## src/rtl/sram_controller_pkg.sv

```systemverilog
// Shared definitions for the CPU-side SRAM controller: state encoding,
// SRAM bus widths and the default byte address of SRAM word 0.
package sram_controller_pkg;

   localparam int SRAM_ADDR_W       = 18;
   localparam int SRAM_DATA_W       = 16;
   localparam int SRAM_WORD_W       = 17;
   localparam int CNT_W             = 4;
   localparam int BASE_ADDR_DEFAULT = 1024;

   typedef enum logic [1:0] {
      IDLE = 2'd0,
      LOW  = 2'd1,
      HIGH = 2'd2,
      DONE = 2'd3
   } state_e;

   typedef enum logic [1:0] {
      OP_NONE  = 2'd0,
      OP_READ  = 2'd1,
      OP_WRITE = 2'd2
   } op_e;

   // 32-bit word index inside the SRAM window, wrapped to the SRAM size.
   function automatic logic [SRAM_WORD_W-1:0] word_of(input logic [31:0] addr,
                                                      input int          base);
      logic [31:0] off;
      off = addr - 32'(base);
      return off[SRAM_WORD_W+1:2];
   endfunction

endpackage

```

## src/rtl/sram_controller.sv

```systemverilog
// Splits each 32-bit CPU load/store into two 16-bit SRAM accesses (low half,
// then high half), each held for WAIT_CYCLES clocks; ready gates the pipeline.
module sram_controller
   import sram_controller_pkg::*;
#(
   parameter int WAIT_CYCLES = 2,
   parameter int BASE_ADDR   = BASE_ADDR_DEFAULT
) (
   input  logic                   clk,
   input  logic                   rst,
   input  logic                   write_en,
   input  logic                   read_en,
   input  logic [31:0]            address,
   input  logic [31:0]            write_data,
   output logic [31:0]            read_data,
   output logic                   ready,
   output logic [SRAM_ADDR_W-1:0] sram_addr,
   output logic [SRAM_DATA_W-1:0] sram_wdata,
   input  logic [SRAM_DATA_W-1:0] sram_rdata,
   output logic                   sram_we_n,
   output logic                   sram_dq_oe,
   output logic [1:0]             dbg_state
);

   localparam logic [CNT_W-1:0] LAST_CNT = CNT_W'(WAIT_CYCLES - 1);

   state_e                 state_q, state_d;
   logic [CNT_W-1:0]       cnt_q, cnt_d;
   op_e                    op_q, op_d;
   logic [SRAM_WORD_W-1:0] word_q, word_d;
   logic [31:0]            wdata_q, wdata_d;
   logic [31:0]            rdata_q, rdata_d;
   logic                   last_cyc;

   assign last_cyc = (cnt_q == LAST_CNT);

   always_ff @(posedge clk) begin
      if (rst) begin
         state_q <= IDLE;
         cnt_q   <= '0;
         op_q    <= OP_NONE;
         word_q  <= '0;
         wdata_q <= '0;
         rdata_q <= '0;
      end else begin
         state_q <= state_d;
         cnt_q   <= cnt_d;
         op_q    <= op_d;
         word_q  <= word_d;
         wdata_q <= wdata_d;
         rdata_q <= rdata_d;
      end
   end

   // The request is latched on leaving IDLE so the access ignores later input changes.
   always_comb begin
      state_d = state_q;
      cnt_d   = cnt_q;
      op_d    = op_q;
      word_d  = word_q;
      wdata_d = wdata_q;
      rdata_d = rdata_q;
      case (state_q)
         IDLE: begin
            cnt_d = '0;
            if (write_en || read_en) begin
               state_d = LOW;
               op_d    = write_en ? OP_WRITE : OP_READ;
               word_d  = word_of(address, BASE_ADDR);
               wdata_d = write_data;
            end
         end
         LOW: begin
            if (last_cyc) begin
               state_d = HIGH;
               cnt_d   = '0;
               if (op_q == OP_READ) rdata_d[15:0] = sram_rdata;
            end else begin
               cnt_d = cnt_q + CNT_W'(1);
            end
         end
         HIGH: begin
            if (last_cyc) begin
               state_d = DONE;
               cnt_d   = '0;
               if (op_q == OP_READ) rdata_d[31:16] = sram_rdata;
            end else begin
               cnt_d = cnt_q + CNT_W'(1);
            end
         end
         DONE: begin
            state_d = IDLE;
            cnt_d   = '0;
            op_d    = OP_NONE;
         end
         default: begin
            state_d = IDLE;
            cnt_d   = '0;
         end
      endcase
   end

   always_comb begin
      ready      = (state_q == DONE) || ((state_q == IDLE) && !read_en && !write_en);
      sram_addr  = '0;
      sram_wdata = '0;
      sram_we_n  = 1'b1;
      sram_dq_oe = 1'b0;
      if ((state_q == LOW) || (state_q == HIGH)) begin
         sram_addr = {word_q, (state_q == HIGH)};
         if (op_q == OP_WRITE) begin
            sram_we_n  = 1'b0;
            sram_dq_oe = 1'b1;
            sram_wdata = (state_q == HIGH) ? wdata_q[31:16] : wdata_q[15:0];
         end
      end
   end

   assign read_data = rdata_q;
   assign dbg_state = state_q;

endmodule

```

## config.mk

```make
export PLATFORM = sky130hd
export DESIGN_NAME = sram_controller
export DESIGN_NICKNAME = d
export VERILOG_FILES = /design/src/rtl/sram_controller_pkg.sv /design/src/rtl/sram_controller.sv
export SDC_FILE = /design/constraint.sdc
export NUM_CORES = 1
export LEC_CHECK = 0
export CAP_MARGIN = 20
export CORE_UTILIZATION = 45
export CTS_CLUSTER_SIZE = 30
export DETAILED_ROUTE_END_ITERATION = 12
export PLACE_DENSITY_LB_ADDON = 0.25
export SLEW_MARGIN = 20
export SYNTH_ARGS = -nofsm -noshare
export SYNTH_HDL_FRONTEND = slang
export SYNTH_SLANG_ARGS = --single-unit
```

## constraint.sdc

```tcl
create_clock -name clk -period 4.9 [get_ports clk]
set_input_delay 0.735 -clock clk [delete_from_list [all_inputs] [get_ports clk]]
set_output_delay 0.735 -clock clk [all_outputs]
set_load 0.005 [all_outputs]
```

==> results of run 1 <==
[layer usage]
metal	wire length (um)	GRT usage, %
met4	63	6.47
met5	0	0
met3	707	5.50
met2	4330	32.9
met1	4040	25.4
[synthesized netlist by cell type, drive strengths merged]
cell and number:
buf 9, nand2 80, nand2b 51, nand4b 2, mux2i 50, o21a 1, or2 2, ha 8
nand4bb 1, a311oi 4, o21ai 5, nand3b 2, nor3b 2, nand3 1, xnor2 2, nor4 2
or4 3, o21bai 2, or3b 1, and2 17, dfxtp 89, and4b 2, o31ai 2, a21oi 42
and4 1, xor2 2, clkbuf 21, inv 6, or3 2, nor2 31, nor3 1, a211oi 5
[worst paths after layout]
check / start / to / slack (ns)
worst max-delay path: dbg_state[0]$_SDFFE_PP0P_ / sram_wdata[1] / 1.12
worst min-delay path: word_q[6]$_SDFFE_PP0P_ / word_q[6]$_SDFFE_PP0P_ / 0.45
worst max register to register: dbg_state[0]$_SDFFE_PP0P_ / read_data[29]$_SDFFE_PP0P_ / 2.87
worst min register to register: word_q[6]$_SDFFE_PP0P_ / word_q[6]$_SDFFE_PP0P_ / 0.45
[flip-flops by register name (all words and copies together), names as in the netlist]
signal	count
word_q	17
cnt_q	4
wdata_q	32
read_data	32
op_q	2
dbg_state	2
[power by group through the flow]
| stage | clock (uW) | sequential (uW) | combinational [uW] |
|---|---|---|---|
| finish | 613 | 910 | 651 |
| global route | 655 | 927 | 719 |
| CTS | 629 | 911 | 642 |
| detailed placement | 0 | 928 | 639 |
| global placement | 0 | 919 | 626 |
| floorplan | 0 | 910 | 394 |
[per-stage QoR]
stage	utilization, %	instances	total power [uW]
after detailed placement	64.2	667	1570
final	67.5	684	2170
after floorplan	-	449	1300
after CTS	67.3	683	2180
after global routing	67.5	684	2300
after global placement	64.2	667	1540
[final cells by class]
type / count / area [um^2] / share of cell area [%]
inverter: 6 / 22.5 / 0.400
tap: 105 / 131 / 2.33
clock inverter: 6 / 115 / 2.04
timing repair buffer: 144 / 1440 / 25.5
multi-input combinational: 324 / 2010 / 35.6
sequential: 89 / 1780 / 31.6
clock buffer: 10 / 138 / 2.44
[cell families after synthesis]
family          count (synthesis)
simple gates                  201
xor+xnor                        4
compound gates                 61
buf+inv                        36
flops                          89
mux                            50
fa+ha+maj                       8
[tightest hold or removal path: stages (launching register included)]
cell and delay (ns):
dfxtp_1 0.31, nand2_1 0.05, a21oi_1 0.05
==> flow_summary.yaml, run 1 <==
cells_and_area:
  layout_common_cells: "138 x clkdlybuf4s50_1, 89 x dfxtp_1, 80 x nand2_1, 51 x nand2b_1, 50 x mux2i_1"
  nFillCells: 717
  mostFrequentLayoutCell: "clkdlybuf4s50_1"
  area_delta_synth_final_pct: 43.4
  drive_above_1_share_pct: 5.01
  final_area_um2: 5630
  n_antenna_cell: 0
  num-nets-final: 666
place:
  place_area_um2: 5360
  numPortBuffers: 139
  place_congestion: 0.767
  hpwl_um: 6440
  dp_slack_ns: 1.46
yosys:
  syn_avg_cell_area_um2: 8.75
  synth_xor_area_share_pct: 0.892
  synth-compound-area-share_pct: 8.79
  ys_ff_latch: 89
  yosysWarnings: 0
  synthMuxAreaShare_pct: 12.7
  synth_seq_area_share_pct: 45.4
  synth_top_family_by_area: "simple AND/OR/NAND/NOR gates"
  synth_cell_type_count: 37
  synth_adder_area_share_pct: 2.55
  netlist_area_um2: 3930
  synthCells: 449
  synth_area_leaders: "dfxtp_1 45%, mux2i_1 13%, nand2b_1 8.1%"
  synth.net_count: 541
  yosysTopAreaCellShare_pct: 45.4
  synth-simple-area-share_pct: 26.0
  synth_top_area_cell: "dfxtp_1"
clock_network:
  ctsResizeCount: 0
  cts_tree: "built"
  worst_skew_pair.late_latency_ns: 0.34
  ctsHtreeMaxLevel: 3
  clk_pin_slew_ns: 0.09
  cts_buffers: 9
  post-cts-setup-buffers: 0
  root_buffer: "clkbuf_8"
  cts_sinks: 89
  clockBufferDepth: 2
  ctsHoldBuffers: 0
power_and_ir_drop:
  leakage_uw: 0.00214
  p_int_uw: 1510
  power_density_nw_per_um2: 386
  swShare_pct: 30.4
  seqPwrFrac_pct: 41.9
  p_comb_share_pct: 29.9
  ir_drop_uv: 290
  clock_power_share_pct: 28.2
  p_switching_uw: 662
timing:
  finalCritPeriodShare_pct: 77.2
  timing.hold.ws_ns: 0.455
  fin_skew_ns: 0.0138
  min_period_ns: 3.78
  slew_viol_final: 0
  fmaxAchievable_ghz: 0.264
  rsz0062_at_grt: "no"
  relSlewSlack_pct: 33.7
  setup_viol: 0
  worst_pin_slew_ns: 0.995
  fin_tns_setup_ns: 0
  setup_ws_ns: 1.12
  hold_violations: 0
worst_setup_path:
  cp_cell_sequence: "inv_1 -> ha_1 -> nand3b_1 -> nor2_1 -> clkdlybuf4s50_1"
  cp_data_arrival_time_ns: 3.05
  crit_required_ns: 4.16
  cpPeakStageDelay_ns: 0.67
  r2r_cells: 4
  cp_top_family: "simple AND/OR/NAND/NOR gates"
  critPathCaptureType: "output pin"
  critPathBufInv: 2
  start_kind: "register"
  critPathSlowestCell: "nand3b_1"
  critPathKind: "reg -> out"
  cp.depth: 5
  crit_fanout: 19
floorplanning:
  start_util_pct: 47.1
  die_h_um: 95.4
  coreArea_um2: 8340
  rows: 33
  die_area_um2: 9100
  die_x_um: 95.4
  pin_count: 155
drt:
  drc_errors: 0
  routed_wl_um: 9150
  first_iter_violations: 76
  antenna_left: 0
  firstDrtPassIters: 4
  routedWlPerCell_um: 13.4
  vias: 3443
  viasPerCell: 5.03
global_routing:
  antenna_found_initial: 0
  grt_pass1_wl_um: 14200
  grt_pass1_vias: 3067
  grt_usage_pct: 20.0
  grt_max_degree: 59
  grt.overflow.total: 0
hold_path:
  min_path_type: "reg -> reg"
  hold_path_depth: 2
run_status:
  outcome: "finished clean"
run:
  maxCapViolCount: 0
No activity file was read; power rests on OpenSTA's default activity.
==> run 2: changes to the inputs <==
--- a/config.mk
+++ b/config.mk
@@ -6,7 +6,7 @@
 export NUM_CORES = 1
 export LEC_CHECK = 0
 export CAP_MARGIN = 20
-export CORE_UTILIZATION = 45
+export CORE_UTILIZATION = 44
 export CTS_CLUSTER_SIZE = 30
 export DETAILED_ROUTE_END_ITERATION = 12
 export PLACE_DENSITY_LB_ADDON = 0.25
==> constraint.sdc (replaced) <==
create_clock -name clk -period 3.7 [get_ports clk]
set_input_delay 0.555 -clock clk [delete_from_list [all_inputs] [get_ports clk]]
set_output_delay 0.555 -clock clk [all_outputs]
set_load 0.005 [all_outputs]
==> run 2 against run 1 <==
Net effect: die area grew 2.2%; worst setup slack lost 0.49 ns; global-route usage decreased by 0.78 points; design area is 1.2% lower; count of clock-buffer cells in the layout is 1 higher; via count shrank 1.1%; cell count rose by 0.44%; combinational power rose by 30%; worst hold slack gained 0.0024 ns; largest power group unchanged; highest routed layer unchanged.
==> flow_summary.yaml, run 2 (synthesis results as in run 1) <==
clock_network:
  root_buffer: "clkbuf_8"
  worst_skew_pair.late_latency_ns: 0.35
  ctsHtreeMaxLevel: 3
  cts_buffers: 9
  cts_tree: "built"
  clockBufferDepth: 2
  cts_sinks: 89
  post-cts-setup-buffers: 0
  ctsHoldBuffers: 0
  clk_pin_slew_ns: 0.08
  ctsResizeCount: 0
drt:
  antenna_left: 0
  drc_errors: 0
  first_iter_violations: 95
  routedWlPerCell_um: 13.3
  vias: 3405
  viasPerCell: 4.96
  routed_wl_um: 9120
  firstDrtPassIters: 4
place:
  hpwl_um: 6440
  place_area_um2: 5390
  place_congestion: 0.772
  dp_slack_ns: 0.986
  numPortBuffers: 139
cells_and_area:
  layout_common_cells: "138 x clkdlybuf4s50_1, 89 x dfxtp_1, 80 x nand2_1, 51 x nand2b_1, 50 x mux2i_1"
  n_antenna_cell: 0
  area_delta_synth_final_pct: 41.6
  drive_above_1_share_pct: 5.01
  mostFrequentLayoutCell: "clkdlybuf4s50_1"
  num-nets-final: 668
  final_area_um2: 5560
timing:
  relSlewSlack_pct: 43.3
  hold_violations: 0
  setup_ws_ns: 0.627
  fin_tns_setup_ns: 0
  setup_viol: 0
  finalCritPeriodShare_pct: 83.1
  worst_pin_slew_ns: 0.850
  rsz0062_at_grt: "no"
  slew_viol_final: 0
  min_period_ns: 3.07
  fin_skew_ns: 0.0156
  fmaxAchievable_ghz: 0.325
hold_path:
  min_path_type: "reg -> reg"
  hold_path_depth: 2
  hold_start: "wdata_q[17]$_SDFFE_PP0P_"
  hold_end: "wdata_q[17]$_SDFFE_PP0P_"
power_and_ir_drop:
  ir_drop_uv: 245
  power_density_nw_per_um2: 476
  leakage_uw: 0.00211
floorplanning:
  rows: 34
  die_area_um2: 9310
  die_x_um: 96.5
  coreArea_um2: 8680
  start_util_pct: 45.3
  pin_count: 155
  die_h_um: 96.5
global_routing:
  antenna_found_initial: 0
  grt.overflow.total: 0
  grt_pass1_vias: 3165
  grt_max_degree: 52
  grt_pass1_wl_um: 14000
  grt_usage_pct: 19.3
worst_setup_path:
  critPathKind: "reg -> out"
  crit_required_ns: 3.14
  start_kind: "register"
  critPathCaptureType: "output pin"
  cp_data_arrival_time_ns: 2.52
  crit_fanout: 18
  r2r_slack_ns: 1.59
  r2r_end: "wdata_q[7]$_SDFFE_PP0P_"
  r2r_cells: 6
  reg2reg_from: "dbg_state[1]$_SDFFE_PP0P_"
run:
  maxCapViolCount: 0
run_status:
  outcome: "finished clean"
run 2: cell count changes in the layout (fill, tap and decap cells not counted), sizes merged:
| cell | previous run | this run |
|---|---|---|
| buf | 6 | 8 |
| clkbuf | 10 | 11 |
| bufinv | 3 | 0 |
run 2: area by class of cell:
cell class | instances | area [um^2]
Fill cell | 746 | 3120
Clock inverter | 3 | 17.5
Sequential cell | 89 | 1780
Inverter | 6 | 22.5
Multi-Input combinational cell | 324 | 2010
Timing Repair Buffer | 146 | 1440
Tap cell | 108 | 135
Clock buffer | 11 | 151
run 2: stage by stage:
stage	utilization (%)	instances	power [uW]	hold WS [ns]
after CTS	64.1	687	2670	0.458
after floorplan	-	449	1730	0.432
after global routing	64.1	687	2830	0.480
final	64.1	687	2650	0.457
after global placement	62.1	673	2060	0.439
after detailed placement	62.1	673	2080	0.445
run 2: worst max-delay path by stage:
| stage | to | slack [ns] | cells after the start | startpoint |
|---|---|---|---|---|
| 2_1_floorplan | sram_wdata[10] | 1.56 | 6 | dbg_state[0]$_SDFFE_PP0P_ |
| 3_3_place_gp | ready | 0.98 | 4 | write_en |
| 3_5_place_dp | sram_wdata[7] | 0.99 | 5 | dbg_state[0]$_SDFFE_PP0P_ |
| 4_1_cts | sram_wdata[14] | 0.60 | 5 | dbg_state[0]$_SDFFE_PP0P_ |
| 5_1_grt | sram_wdata[14] | 0.40 | 5 | dbg_state[0]$_SDFFE_PP0P_ |
| 6_report | sram_wdata[14] | 0.63 | 5 | dbg_state[0]$_SDFFE_PP0P_ |
run 2: where the power goes:
| part | internal [uW] | switching [uW] | leakage [uW] | total, uW |
|---|---|---|---|---|
| sequential | 1120 | 88.8 | 0.000728 | 1210 |
| clock | 271 | 323 | 0.0000871 | 594 |
| combinational | 409 | 439 | 0.00130 | 848 |
run 2: layer usage:
metal | global-route usage [%] | vias up | wire [um] | part of all wire (%)
met2 | 31.7 | 103 | 4140 | 45
met3 | 7.36 | 14 | 741 | 8.1
li1 | - | 1742 | - | -
met4 | 6.00 | 0 | 123 | 1.3
met1 | 23.2 | 1546 | 4120 | 45
met5 | 0 | - | 0 | 0
run 2: worst max-delay path, cell delays in order, from the launching register on:
cell and delay (ns):
dfxtp_1 0.42, inv_1 0.11, ha_1 0.30, nand3b_1 0.52, nor2_1 0.29, clkdlybuf4s50_1 0.53
==> run 3: changes to the inputs <==
--- a/config.mk
+++ b/config.mk
@@ -6,7 +6,7 @@
 export NUM_CORES = 1
 export LEC_CHECK = 0
 export CAP_MARGIN = 20
-export CORE_UTILIZATION = 44
+export CORE_UTILIZATION = 39
 export CTS_CLUSTER_SIZE = 30
 export DETAILED_ROUTE_END_ITERATION = 12
 export PLACE_DENSITY_LB_ADDON = 0.25
==> constraint.sdc (replaced) <==
create_clock -name clk -period 2.5 [get_ports clk]
set_input_delay 0.375 -clock clk [delete_from_list [all_inputs] [get_ports clk]]
set_output_delay 0.375 -clock clk [all_outputs]
set_load 0.005 [all_outputs]
==> run 3 against run 2 <==
Net effect: core utilization shrank 5.1 points; sequential power is 48% higher; first-iteration DRC count is 15% lower; largest cell class unchanged; largest power group unchanged.
==> flow_summary.yaml, run 3 (synthesis results as in run 1) <==
cells_and_area:
  post-route-util_pct: 59.0
  final_area_um2: 5770
  mostFrequentLayoutCell: "clkdlybuf4s50_1"
  n_antenna_cell: 0
  num-nets-final: 673
  layout_common_cells: "127 x clkdlybuf4s50_1, 87 x dfxtp_1, 80 x nand2_1, 51 x nand2b_1, 50 x mux2i_1"
  drive_above_1_share_pct: 6.84
  area_delta_synth_final_pct: 46.8
place:
  place_congestion: 0.775
  numPortBuffers: 139
  hpwl_um: 6650
  place_area_um2: 5490
  dp_slack_ns: 0.208
floorplanning:
  coreArea_um2: 9770
  start_util_pct: 40.2
  pin_count: 155
  die_area_um2: 10500
  rows: 36
  die_x_um: 102
  die_h_um: 102
timing:
  timing.hold.ws_ns: 0.359
  finalCritPeriodShare_pct: 95.0
  min_period_ns: 2.38
  fin_skew_ns: 0.0130
  slew_viol_final: 0
  fmaxAchievable_ghz: 0.421
  hold_violations: 0
  rsz0062_at_grt: "no"
  worst_pin_slew_ns: 0.502
  setup_ws_ns: 0.125
  setup_viol: 0
  relSlewSlack_pct: 66.5
  fin_tns_setup_ns: 0
power_and_ir_drop:
  ir_drop_uv: 562
  p_int_uw: 2920
  clock_power_share_pct: 25.7
  swShare_pct: 30.7
  leakage_uw: 0.00237
  seqPwrFrac_pct: 42.5
  p_switching_uw: 1300
  power_density_nw_per_um2: 732
  p_comb_share_pct: 31.8
run_status:
  outcome: "finished clean"
drt:
  wl_met1_um: 4290
  wl_met3_um: 640
  routed_wl_um: 9330
  drc_errors: 0
  antenna_left: 0
  viasPerCell: 4.72
  vias: 3387
  firstDrtPassIters: 4
  top_layer_used: "met4"
  wl_met2_um: 4290
  first_iter_violations: 81
  routedWlPerCell_um: 13.0
worst_setup_path:
  cp_data_arrival_time_ns: 2.00
  critPathSlowestCell: "clkdlybuf4s50_1"
  critPathBufInv: 3
  crit_required_ns: 2.12
  cp_top_family: "buffers and inverters"
  cp_cell_sequence: "inv_1 -> ha_4 -> nand3b_1 -> buf_8 -> nor2_1 -> clkdlybuf4s50_1"
  critPathCaptureType: "output pin"
  cpPeakStageDelay_ns: 0.51
  crit_fanout: 18
  start_kind: "register"
  critPathKind: "reg -> out"
global_routing:
  grt_usage_pct: 17.6
  antenna_found_initial: 0
  grt_pass1_vias: 3245
  grt.overflow.total: 0
  grt_pass1_wl_um: 14700
  grt_max_degree: 65
clock_network:
  ctsHtreeMaxLevel: 3
  worst_skew_pair.late_latency_ns: 0.35
  cts_buffers: 9
  cts_sinks: 89
  root_buffer: "clkbuf_8"
  cts_tree: "built"
  clockBufferDepth: 2
  clk_pin_slew_ns: 0.09
  ctsHoldBuffers: 0
run:
  maxCapViolCount: 0
hold_path:
  min_path_type: "in -> reg"
==> run 3: changes by cell type in the layout (fill, tap and decap cells not counted), sizes merged <==
cell | before | now
bufinv | 0 | 2
dlymetal6s2s | 0 | 11
clkinv | 2 | 0
buf | 8 | 13
clkdlybuf4s50 | 138 | 127
inv | 6 | 7
==> run 3: per-stage QoR <==
step           cells  total power [uW]
2_1_floorplan    449              2560
3_3_place_gp     703              3120
3_5_place_dp     703              3140
4_1_cts          718              4240
5_1_grt          718              4500
6_report         718              4220
==> run 3: repair_timing <==
action / 4_1_cts / 5_1_grt
pin swaps: 0 / 0
buffers inserted: 0 / 0
endpoints found under the setup margin: 9 / 18
gates resized for setup: 2 / 19
cloned: 0 / 0
==> run 3: final timing paths <==
path                             start                         to  slack [ns]  cells after the start
max          dbg_state[1]$_SDFFE_PP0P_             sram_wdata[13]        0.12                      6
min                                rst     word_q[5]$_SDFFE_PP0P_        0.36                      2
max reg2reg        cnt_q[0]$_SDFF_PP0_  read_data[3]$_SDFFE_PP0P_        0.82                      5
min reg2reg   wdata_q[13]$_SDFFE_PP0P_   wdata_q[13]$_SDFFE_PP0P_        0.46                      2
==> run 3: layer usage <==
layer | track usage (%) | vias to the layer above
li1 | - | 1748
met1 | 21.7 | 1539
met3 | 4.99 | 10
met4 | 5.60 | 0
met5 | 0 | -
met2 | 29.8 | 90
==> run 3: power by group through the flow <==
stage	combinational (uW)	sequential (uW)	clock, uW
detailed placement	1320	1820	0
floorplan	773	1780	0
global route	1500	1830	1170
global placement	1310	1800	0
CTS	1330	1790	1120
finish	1340	1790	1090
==> run 3: final cells by class <==
type | instances | area (um^2)
Clock inverter | 4 | 76.3
Fill cell | 899 | 4010
Multi-Input combinational cell | 324 | 2030
Inverter | 6 | 22.5
Sequential cell | 89 | 1790
Clock buffer | 11 | 141
Tap cell | 133 | 166
Timing Repair Buffer | 151 | 1540
